**src/rtl/hidden_delta_calc.sv**
```systemverilog
// -----------------------------------------------------------------------------
// hidden_delta_calc
//
// Backprop stage of the 10-5-3 drowsiness network. Computes the hidden-layer
// deltas from the output-layer deltas and the hidden-to-output weights:
//
//    delta0[j] = sat(sum_k delta1[k] * w1_k[j] >>> FRAC) * h_j*(1-h_j)
//
// using a single shared signed multiply-accumulate, one product per cycle.
// All data is two's-complement Q1.FRAC in W bits.
//
// Ports:
//    clk_i        system clock, rising edge
//    rst_ni       asynchronous active-low reset
//    start_i      one-cycle request, accepted only when not running
//    delta1_i     output-layer deltas, element k at [k*W +: W]
//    weight1_i    hidden-to-output weights, w1_k[j] at [(k*N_HID+j)*W +: W]
//    out_cal_i    hidden-layer outputs h_j, element j at [j*W +: W]
//    delta0_o     hidden-layer deltas, element j at [j*W +: W]
//    busy_o       high while a computation is in progress
//    done_o       one-cycle pulse, delta0_o complete and consistent
//    err_sat_o    sticky: an accumulator clipped during the current run
// -----------------------------------------------------------------------------
//
// state | meaning
// ------+----------------------------------------------------------------
// IDLE  | waiting for start_i; delta0_o and err_sat_o hold
// MAC   | accumulate delta1[k]*w1_k[j], one k per edge
// SCALE | saturate acc, apply sigmoid derivative, write delta0[j]
// DONE  | done_o pulse for one cycle; start_i sampled on the exit edge
//
module hidden_delta_calc #(
   parameter int N_OUT = 3,
   parameter int N_HID = 5,
   parameter int W     = 10,
   parameter int FRAC  = 8
) (
   input  logic                     clk_i,
   input  logic                     rst_ni,
   input  logic                     start_i,
   input  logic [N_OUT*W-1:0]       delta1_i,
   input  logic [N_OUT*N_HID*W-1:0] weight1_i,
   input  logic [N_HID*W-1:0]       out_cal_i,
   output logic [N_HID*W-1:0]       delta0_o,
   output logic                     busy_o,
   output logic                     done_o,
   output logic                     err_sat_o
);

   localparam int KW = (N_OUT > 1) ? $clog2(N_OUT) : 1;
   localparam int JW = (N_HID > 1) ? $clog2(N_HID) : 1;
   localparam int PW = 2 * W;
   // Enough headroom that summing N_OUT full-scale products cannot wrap.
   localparam int AW = PW + $clog2(N_OUT + 1);

   localparam logic [1:0] S_IDLE  = 2'd0;
   localparam logic [1:0] S_MAC   = 2'd1;
   localparam logic [1:0] S_SCALE = 2'd2;
   localparam logic [1:0] S_DONE  = 2'd3;

   localparam logic [KW-1:0] K_LAST = KW'(N_OUT - 1);
   localparam logic [JW-1:0] J_LAST = JW'(N_HID - 1);

   localparam logic signed [AW-1:0] A_MAX = AW'((1 << (W - 1)) - 1);
   localparam logic signed [AW-1:0] A_MIN = ~A_MAX;

   localparam logic [FRAC:0] ONE = (FRAC + 1)'(1 << FRAC);

   // ---------------------------------------------------------------------
   // State
   // ---------------------------------------------------------------------
   logic [1:0]                     state_q, state_d;
   logic [N_OUT*W-1:0]             d1_q, d1_d;
   logic [N_OUT*N_HID*W-1:0]       w1_q, w1_d;
   logic [N_HID*W-1:0]             h_q, h_d;
   logic signed [AW-1:0]           acc_q, acc_d;
   logic [KW-1:0]                  k_q, k_d;
   logic [JW-1:0]                  j_q, j_d;
   logic [N_HID*W-1:0]             delta0_q, delta0_d;
   logic                           busy_q, busy_d;
   logic                           done_q, done_d;
   logic                           err_q, err_d;

   // ---------------------------------------------------------------------
   // Datapath
   // ---------------------------------------------------------------------
   logic signed [W-1:0]            d1_sel;
   logic signed [W-1:0]            w1_sel;
   logic signed [W-1:0]            h_sel;
   logic signed [PW-1:0]           prod;
   logic signed [AW-1:0]           acc_sum;
   logic signed [AW-1:0]           acc_sh;
   logic signed [W-1:0]            a_sat;
   logic                           a_clip;
   logic [FRAC-1:0]                hc;
   logic [FRAC:0]                  one_minus_h;
   logic [2*FRAC+1:0]              sp_full;
   logic [FRAC:0]                  sp;
   logic signed [W+FRAC+1:0]       d_prod;
   logic [W-1:0]                   d_new;
   logic                           start_ok;

   assign d1_sel = d1_q[k_q*W +: W];
   assign w1_sel = w1_q[(k_q*N_HID + j_q)*W +: W];
   assign h_sel  = h_q[j_q*W +: W];

   assign prod    = d1_sel * w1_sel;
   assign acc_sum = acc_q + {{(AW - PW){prod[PW-1]}}, prod};

   assign acc_sh = acc_q >>> FRAC;

   always_comb begin
      a_clip = 1'b0;
      a_sat  = acc_sh[W-1:0];
      if (acc_sh > A_MAX) begin
         a_clip = 1'b1;
         a_sat  = A_MAX[W-1:0];
      end else if (acc_sh < A_MIN) begin
         a_clip = 1'b1;
         a_sat  = A_MIN[W-1:0];
      end
   end

   // Sigmoid outputs outside [0, 1) are treated as the nearest valid value,
   // so the derivative term never goes negative.
   always_comb begin
      hc = h_sel[FRAC-1:0];
      if (h_sel[W-1]) begin
         hc = '0;
      end else if (|h_sel[W-2:FRAC]) begin
         hc = '1;
      end
   end

   assign one_minus_h = ONE - {1'b0, hc};
   assign sp_full     = {1'b0, hc} * {1'b0, one_minus_h};
   assign sp          = sp_full[FRAC +: FRAC + 1];

   assign d_prod = a_sat * $signed({1'b0, sp});
   // Arithmetic shift by FRAC; the result is bounded to W bits, so taking the
   // slice is the same as shifting then truncating.
   assign d_new  = d_prod[FRAC +: W];

   // A run may start from IDLE, or on the edge that leaves DONE, which gives
   // back-to-back runs every N_HID*(N_OUT+1)+1 cycles when start_i is held.
   assign start_ok = start_i && ((state_q == S_IDLE) || (state_q == S_DONE));

   // ---------------------------------------------------------------------
   // Next-state logic
   // ---------------------------------------------------------------------
   always_comb begin
      state_d  = state_q;
      d1_d     = d1_q;
      w1_d     = w1_q;
      h_d      = h_q;
      acc_d    = acc_q;
      k_d      = k_q;
      j_d      = j_q;
      delta0_d = delta0_q;
      busy_d   = busy_q;
      done_d   = 1'b0;
      err_d    = err_q;

      case (state_q)
         S_IDLE, S_DONE: begin
            if (state_q == S_DONE) begin
               state_d = S_IDLE;
            end
            if (start_ok) begin
               state_d = S_MAC;
               d1_d    = delta1_i;
               w1_d    = weight1_i;
               h_d     = out_cal_i;
               acc_d   = '0;
               k_d     = '0;
               j_d     = '0;
               err_d   = 1'b0;
               busy_d  = 1'b1;
            end
         end

         S_MAC: begin
            acc_d = acc_sum;
            if (k_q == K_LAST) begin
               state_d = S_SCALE;
            end else begin
               k_d = k_q + 1'b1;
            end
         end

         S_SCALE: begin
            delta0_d[j_q*W +: W] = d_new;
            if (a_clip) begin
               err_d = 1'b1;
            end
            acc_d = '0;
            k_d   = '0;
            if (j_q == J_LAST) begin
               state_d = S_DONE;
               busy_d  = 1'b0;
               done_d  = 1'b1;
            end else begin
               j_d     = j_q + 1'b1;
               state_d = S_MAC;
            end
         end

         default: begin
            state_d = S_IDLE;
            busy_d  = 1'b0;
         end
      endcase
   end

   // ---------------------------------------------------------------------
   // Registers
   // ---------------------------------------------------------------------
   always_ff @(posedge clk_i or negedge rst_ni) begin
      if (!rst_ni) begin
         state_q  <= S_IDLE;
         d1_q     <= '0;
         w1_q     <= '0;
         h_q      <= '0;
         acc_q    <= '0;
         k_q      <= '0;
         j_q      <= '0;
         delta0_q <= '0;
         busy_q   <= 1'b0;
         done_q   <= 1'b0;
         err_q    <= 1'b0;
      end else begin
         state_q  <= state_d;
         d1_q     <= d1_d;
         w1_q     <= w1_d;
         h_q      <= h_d;
         acc_q    <= acc_d;
         k_q      <= k_d;
         j_q      <= j_d;
         delta0_q <= delta0_d;
         busy_q   <= busy_d;
         done_q   <= done_d;
         err_q    <= err_d;
      end
   end

   assign delta0_o  = delta0_q;
   assign busy_o    = busy_q;
   assign done_o    = done_q;
   assign err_sat_o = err_q;

endmodule

```
**config.mk**
```make
export PLATFORM = sky130hd
export DESIGN_NAME = hidden_delta_calc
export DESIGN_NICKNAME = d
export VERILOG_FILES = /design/src/rtl/hidden_delta_calc.sv
export SDC_FILE = /design/constraint.sdc
export NUM_CORES = 1
export LEC_CHECK = 0
export ABC_AREA = 1
export CORE_UTILIZATION = 64
export CTS_BUF_LIST = sky130_fd_sc_hd__clkbuf_8
export DETAILED_ROUTE_END_ITERATION = 10
export PLACE_DENSITY_LB_ADDON = 0.15
export SKIP_CTS_REPAIR_TIMING = 1
export SYNTH_ARGS = -nofsm -noshare
export SYNTH_HDL_FRONTEND = slang
export SYNTH_SLANG_ARGS = --single-unit
```
**constraint.sdc**
```tcl
create_clock -name clk_i -period 33.3 [get_ports clk_i]
set_input_delay 6.66 -clock clk_i [delete_from_list [all_inputs] [get_ports clk_i]]
set_output_delay 6.66 -clock clk_i [all_outputs]
set_load 0.02 [all_outputs]
```
Yosys cells after proc, flatten, opt, wreduce, memory -nomap -nowiden
Index checks and enable logic that the tools add are counted.
Word-level totals
  register bits after elaboration: 312
  input port bits: 233
  output and inout port bits: 53
  logic and storage cells: 82
Operators by class
  $add $sub $neg: 6
  multiply operators: 7
  magnitude comparators: 2
  equality and inequality tests: 12
  shift operators: 5
  multiplexer cells: 28
  reduce and logical (&&, ||, !) cells: 11
Operators with widths (number)
  $shiftx 150x11->10: 1
  $pmux 22 s3: 1
  $bwmux 50: 1
  $shift 10x34->50 const A: 1
  $shiftx 10x34->50: 1
  $shiftx 50x8->10: 1
  $neg 7->34: 1
  $shiftx 30x7->10: 1
  $add 22x22->22: 1
  $mux 22: 1
  $mul 10x10->20: 1
  $mux 10: 2
  $mul 10x10->18: 1
  $mul 8x9->17: 1
  $mux 8: 2
  $gt 14x10->1 const B: 1
  $lt 14x10->1 const B: 1
  $mux 2: 6
  $ne 2x2->1 const B: 6
  $pmux 2 s3: 2
  $mul 2x3->5 const B: 2
  $mul 6x3->9 const B: 1
  $reduce_and 3->1: 3
  $sub 9x8->9 const A: 1
  18 further kinds: 31

Logic depth before layout (Yosys ltp)
Gate-level depths: netlist of the first run.
  depth in word-level cells: 9
  gate-level depth with buffers: 65
  depth with buffers taken out: 65

Worst setup path before layout of the first run
Ideal clock, no wire load.
  path kind: flip-flop to flip-flop
  start point: register j_q[0]
  end point: register delta0_q[48] (netlist: delta0_o[48])
  arrival: 10.728 ns
  slack: 22.455 ns
  stages on the path, launching flop included: 60
  buffers on the path: 3
  path through: dfrtp_1 -> buf_2 -> buf_2 -> o21ai_0 -> o22ai_1 -> nand2_1 -> nand4_1 -> nand2_1 -> clkbuf_1 -> ha_1 -> nand2_1 -> nor3_1 -> ha_1 -> inv_1 -> nand2_1 -> fa_1 -> inv_1 -> fa_1 -> [24 not listed] -> inv_1 -> fa_1 -> inv_1 -> ha_1 -> a21oi_1 -> o21ai_0 -> a21oi_1 -> nand2_2 -> nand2_2 -> nand3_1 -> nand3_1 -> nand2_1 -> nand3_1 -> nand2_2 -> nand2_2 -> nand3_1 -> o21ai_1 -> inv_1
On the way
  cells in the longest elaborated chain, start to end: 9
  elaborated cells on any way between the ends: 11
Ends and longest elaborated chain
  start, declared: RTL line 78  | logic [JW-1:0] j_q, j_d;
  start signal, assigned: RTL line 238  | j_q <= j_d;
  $mul 3x3->6 (*): RTL line 105, 192
  $shiftx 50x8->10: RTL line 105  | assign h_sel = h_q[j_q*W +: W];
  $mux 8: RTL line 130  | end else if (|h_sel[W-2:FRAC]) begin
  $mux 8: RTL line 128  | if (h_sel[W-1]) begin
  $sub 9x8->9: RTL line 135  | assign one_minus_h = ONE - {1'b0, hc};
  $mul 8x9->17: RTL line 136  | assign sp_full = {1'b0, hc} * {1'b0, one_minus_h};
  $mul 10x10->18: RTL line 139  | assign d_prod = a_sat * $signed({1'b0, sp});
  $shiftx 10x34->50: RTL line 192  | delta0_d[j_q*W +: W] = d_new;
  $bwmux 50 (*): RTL line 192
  end signal, assigned: RTL line 239  | delta0_q <= delta0_d;
  end, declared: RTL line 79  | logic [N_HID*W-1:0] delta0_q, delta0_d;
Every way passes the cells marked *; elsewhere a longest branch is shown, timed or not.
A chain may end at the register's enable or synchronous reset.

Worst setup path after layout of the first run
  start point: register j_q[0]
  end point: register delta0_q[17] (netlist: delta0_o[17])
The elaborated chain is that of the path after synthesis.

==> flow_summary_export.csv, run 1 <==
group,metric,value,unit
cts,htree_num_levels,2,
cts,clock_latency,0.68,ns
layout,layout_commonest_cell,"nand2_1",
floorplanning,core-area,0.0400,mm2
floorplanning,die_w,204,um
yosys,async_reset_ff_share,100,%
sta,relSlewSlack,19.0,%
floorplanning,num_io_pins,286,
critical_path,r2r_start,"j_q[0]$_DFFE_PN0P_",
cts,clock-root-buffer,"clkbuf_8",
yosys,syn_area_per_cell,7.60,um2
routing,routed_via_density,5.86,
yosys,synth_cell_types,67,
sta,worstMarginPinSlew,1.21,ns
sta,skew,0.0219,ns
critical_path,crit_arrival,13.18,ns
cts,clockBufferDepth,3,
yosys,syn-instance-count,3441,
global_routing,overflow,0,
layout,layout_common_cells,"nand2_1, inv_1, dfrtp_1, clkdlybuf4s50_1, nor2_1",
place,io_buffer_count,285,
floorplanning,start_util,65.4,%
routing,detail_route.wirelength,80300,um
sta,hold_viol_final,0,
routing,ant_nets,0,
cts,numCtsBuffers,53,
place,dpl.hpwl,60900,um
floorplanning,rows,73,
global_routing,grt_max_degree,161,
routing,drtIter0Drc,2645,
hold_path,hold_start,"d1_q[1]$_DFFE_PN0P_",
hold_path,min_to,"d1_q[1]$_DFFE_PN0P_",
yosys,synth_area,0.0262,mm2
routing,drtPass1Iterations,7,
critical_path,max_stage_delay,0.55,ns
yosys,yosysWarnings,0,
sta,min_period,12.62,ns
layout,fillers,2842,
routing,vias,24900,
layout,layout-drive-gt1-share,5.68,%
layout,diodes,0,
layout,multi_input_comb_area,0.0161,mm2
yosys,synth-edff-count,0,
routing,drc,0,
flow_run,cap_viol_max_count,0,
sta,maxSlewViolCount,0,
hold_path,holdPathStages,2,
cts,clkSinkCount,312,
sta,setup_tns,0,ns
place,dp.cells,4159,
global_routing,grt_pass1_wl,130000,um
critical_path,cp_max_fo,45,
cts,path_clk_slew,0.07,ns
critical_path,required,33.86,ns
layout,nets,4297,
critical_path,worstReg2RegEnd,"delta0_o[17]$_DFFE_PN0P_",
global_routing,grt_pass1_vias,25200,
global_routing,grt_usage,39.6,%
layout,syn_to_final_growth,16.9,%
critical_path,worst_setup_path_start_kind,"flip-flop",
status,status,"completed",
yosys,ys_seq_area_share,29.9,%
critical_path,r2r_setup_slack,20.68,ns
floorplanning,design.die.area,0.0417,mm2
critical_path,reg2reg_depth,58,
sta,rsz0062_at_grt,"false",
sta,post-route-period-util,37.9,%
layout,stdcell_area,0.0306,mm2
sta,fmax,0.0792,GHz
sta,whs,0.470,ns
critical_path,endpoint_kind,"flip-flop",
critical_path,slowest_stage,"fa_1",
cts,cts_tree,"built",
yosys,synth_flop_cell,"dfrtp_1",
floorplanning,die-height,204,um
yosys,synth-seq-cells,312,
routing,wl_per_cell,18.9,um
hold_path,min_path_type,"flip-flop to flip-flop",
sta,setup_viol,0,
place,place_congestion,1.04,
critical_path,cp_common_cell,"nand2_1",
global_routing,antenna_found_initial,2,
layout,seqCellArea,0.00781,mm2
critical_path,criticalPathCategory,"flip-flop to flip-flop",
place,place_area,0.0294,mm2
layout,stdcell_count,4255,
==> worst max path at each step <==
stage,from,endpoint,cells past startpoint
2_1_floorplan,j_q[0]$_DFFE_PN0P_,delta0_o[48]$_DFFE_PN0P_,59
3_3_place_gp,j_q[0]$_DFFE_PN0P_,delta0_o[32]$_DFFE_PN0P_,61
3_5_place_dp,j_q[0]$_DFFE_PN0P_,delta0_o[48]$_DFFE_PN0P_,59
4_1_cts,j_q[0]$_DFFE_PN0P_,delta0_o[48]$_DFFE_PN0P_,59
5_1_grt,j_q[0]$_DFFE_PN0P_,delta0_o[17]$_DFFE_PN0P_,58
6_report,j_q[0]$_DFFE_PN0P_,delta0_o[17]$_DFFE_PN0P_,58
==> cell usage after synthesis (all sizes together) (15+ instances only) <==
cell type / n / area share (%)
a21oi: 179 / 3.5
a221oi: 18 / 0.60
buf: 33 / 0.60
clkbuf: 82 / 1.2
dfrtp: 312 / 30
fa: 207 / 16
ha: 168 / 8.0
inv: 471 / 6.8
nand2: 1197 / 17
nand3: 137 / 2.7
nand4: 36 / 0.86
nor2: 258 / 3.9
nor3: 22 / 0.48
o211ai: 15 / 0.43
o21ai: 125 / 2.4
o22ai: 17 / 0.41
or2: 30 / 0.73
xor2: 20 / 0.73
==> logic make-up after synthesis <==
kind of cell             count (synthesis)  share of synthesized area, %
AO/OA/AOI/OAI                          419                          9.48
XOR/XNOR                                34                          1.20
adder cells (fa/ha/maj)                375                          23.9
buffers and inverters                  594                          8.67
flip-flops                             312                          29.9
multiplexers                             1                        0.0431
other                                    2                        0.0287
AND/OR/NAND/NOR                       1704                          26.8
==> sequential cells by signal, indices dropped and copies added, names as in the netlist <==
register	flops
w1_q	150
delta0_o	50
h_q	50
d1_q	30
acc_q	22
j_q	3
k_q	2
state_q	2
busy_o	1
done_o	1
err_sat_o	1
==> cell type report <==
class | instances | share of cell area [%]
clock inverters | 33 | 1.09
flip-flops and latches | 312 | 25.5
inverters | 479 | 5.91
multi-input cells | 2539 | 52.7
clock buffers | 63 | 2.84
well taps | 525 | 2.15
repair buffers | 304 | 9.81
==> metal layers <==
metal  track usage (%)  share of wire (%)
met5                 0              0.029
met4              20.2                5.3
met3              5.69                7.8
met2              65.9                 48
met1              50.6                 38
==> metrics by stage <==
step / util, % / setup WS (ns)
after floorplan: - / 22.45
after global placement: 73.4 / 21.12
after detailed placement: 73.4 / 20.88
after CTS: 76.4 / 20.80
after global routing: 76.4 / 19.80
final: 76.4 / 20.68
==> worst max-delay path: cells and delay by family, from the launching register on <==
family | cells | cell delay [ns]
adders and majority gates | 13 | 5.94
and+or+nand+nor | 27 | 3.67
AOI/OAI and AO/OA | 7 | 0.90
buffers and inverters | 11 | 1.61
DFF | 1 | 0.36
Power of run 1 is not shown: default switching activity piles up to over one toggle a cycle in this logic, so the estimate is an artifact.
==> run 2: changes to the inputs <==
Settings changed: CORE_UTILIZATION 64 to 60.
Clock period 33.3 ns to 12.97 ns, I/O delays scaled along.
==> run 2 against run 1 <==
Compared with the run above:
- critical path depth rose by 1
- via count down 1.6%
- count of clock-buffer cells in the layout is 7 higher
- design area increased by 0.72%
- clock skew rose by 0.0090 ns
- register-to-register slack got worse by 20 ns
- global-route usage down 3.1 points
- sequential cell count unchanged
- critical path type unchanged
==> flow_summary_export.csv, run 2 (synthesis results as in run 1) <==
group,metric,value,unit
status,status,"completed",
cts,path_clk_slew,0.06,ns
cts,clock_latency,0.67,ns
critical_path,crit_cells,59,
cts,htree_num_levels,2,
hold_path,min_path_type,"flip-flop to flip-flop",
global_routing,overflow,0,
layout,stdcell_area,0.0308,mm2
global_routing,grt_pass1_vias,24900,
critical_path,required,13.53,ns
critical_path,criticalPathCategory,"flip-flop to flip-flop",
routing,wl_per_cell,18.3,um
critical_path,endpoint_kind,"flip-flop",
cts,clkSinkCount,312,
critical_path,slowest_stage,"fa_1",
layout,layout-drive-gt1-share,6.23,%
sta,rsz0062_at_grt,"false",
global_routing,antenna_found_initial,8,
critical_path,worstPathBufferInverterCount,12,
layout,fillers,3409,
critical_path,crit_end,"delta0_o[48]$_DFFE_PN0P_",
place,place_area,0.0295,mm2
critical_path,critPathTopFamily,"adder cells",
layout,largest_reg_flops,150,
routing,drtPass1Iterations,6,
critical_path,startpoint,"j_q[0]$_DFFE_PN0P_",
routing,drc,0,
global_routing,grt_max_degree,153,
critical_path,worst_setup_path_start_kind,"flip-flop",
cts,numCtsBuffers,54,
critical_path,crit_arrival,12.73,ns
layout,syn_to_final_growth,17.8,%
sta,worstMarginPinSlew,1.23,ns
global_routing,grt_usage,36.6,%
place,place_congestion,1.06,
sta,post-route-period-util,93.8,%
layout,top_register,"w1_q",
place,dpl.hpwl,60800,um
floorplanning,die-height,211,um
cts,clockBufferDepth,3,
cts,cts_tree,"built",
critical_path,max_stage_delay,0.55,ns
global_routing,grt_pass1_wl,128000,um
floorplanning,num_io_pins,286,
critical_path,r2r_setup_slack,0.81,ns
sta,setup_tns,0,ns
flow_run,cap_viol_max_count,0,
sta,fmax,0.0822,GHz
place,io_buffer_count,285,
critical_path,cp_max_fo,18,
critical_path,r2r_start,"j_q[0]$_DFFE_PN0P_",
floorplanning,start_util,60.7,%
cts,clock-root-buffer,"clkbuf_8",
layout,nets,4305,
critical_path,cp_common_cell,"inv_1",
sta,min_period,12.16,ns
floorplanning,die_w,211,um
routing,ant_nets,0,
sta,hold_viol_final,0,
layout,layout_commonest_cell,"nand2_1",
sta,skew,0.0308,ns
layout,fin_util,71.5,%
critical_path,worstReg2RegEnd,"delta0_o[48]$_DFFE_PN0P_",
layout,layout_common_cells,"nand2_1, inv_1, dfrtp_1, clkdlybuf4s50_1, nor2_1",
floorplanning,design.die.area,0.0444,mm2
sta,relSlewSlack,18.1,%
routing,drtIter0Drc,2318,
routing,vias,24500,
sta,maxSlewViolCount,0,
sta,setup_viol,0,
floorplanning,rows,76,
routing,detail_route.wirelength,79400,um
routing,routed_via_density,5.66,
floorplanning,core-area,0.0431,mm2
critical_path,reg2reg_depth,59,
==> run 2: cell types whose count changed in the layout (fill, tap and decap cells not counted), moves of 3 or more <==
| cell | change |
|---|---|
| clkbuf_8 | +7 |
| diode_2 | +7 |
| dfrtp_1 | -3 |
| dfrtp_2 | +3 |
| inv_1 | -3 |
| buf_4 | +7 |
==> run 2: layout make-up <==
type | instances | area, um2 | area share (%)
antenna | 7 | 17.5 | 0.0569
clock buffer | 70 | 963 | 3.13
clock inverter | 30 | 293 | 0.951
inverter | 479 | 1810 | 5.88
multi-input combinational | 2539 | 16100 | 52.3
sequential | 312 | 7810 | 25.4
tap | 585 | 732 | 2.38
timing repair buffer | 311 | 3050 | 9.91
==> run 2: tightest hold or removal path, delay by kind of cell (launching register included) <==
family           cells  cell delay, ns
DFF                  1            0.33
and+or+nand+nor      2            0.11
==> run 2: layer usage <==
metal | share of wire [%] | global-route usage (%) | routed length (um) | vias to the layer above
met1 | 39 | 46.6 | 31100 | 11700
met4 | 5.3 | 18.4 | 4240 | 8
li1 | - | - | - | 11300
met5 | 0.052 | 0 | 41 | -
met3 | 7.7 | 6.21 | 6130 | 266
met2 | 48 | 60.3 | 37900 | 1188
==> run 2: how the worst min path moves through the flow <==
| stage | startpoint | end | slack [ns] | depth (start not counted) |
|---|---|---|---|---|
| global route | delta0_o[5]$_DFFE_PN0P_ | delta0_o[5]$_DFFE_PN0P_ | 0.49 | 2 |
| floorplan | d1_q[1]$_DFFE_PN0P_ | d1_q[1]$_DFFE_PN0P_ | 0.44 | 2 |
| global placement | d1_q[3]$_DFFE_PN0P_ | d1_q[3]$_DFFE_PN0P_ | 0.46 | 2 |
| CTS | d1_q[14]$_DFFE_PN0P_ | d1_q[14]$_DFFE_PN0P_ | 0.47 | 2 |
| finish | d1_q[14]$_DFFE_PN0P_ | d1_q[14]$_DFFE_PN0P_ | 0.48 | 2 |
| detailed placement | d1_q[14]$_DFFE_PN0P_ | d1_q[14]$_DFFE_PN0P_ | 0.46 | 2 |
==> run 2: per-stage QoR <==
stage	instances	worst slack [ns]	hold slack [ns]
finish	4333	0.807	0.475
global route	4328	0.0149	0.489
CTS	4323	0.558	0.475
detailed placement	4223	0.576	0.459
global placement	4223	0.874	0.456
floorplan	3445	2.12	0.441
Power of run 2 is left out for the same reason.
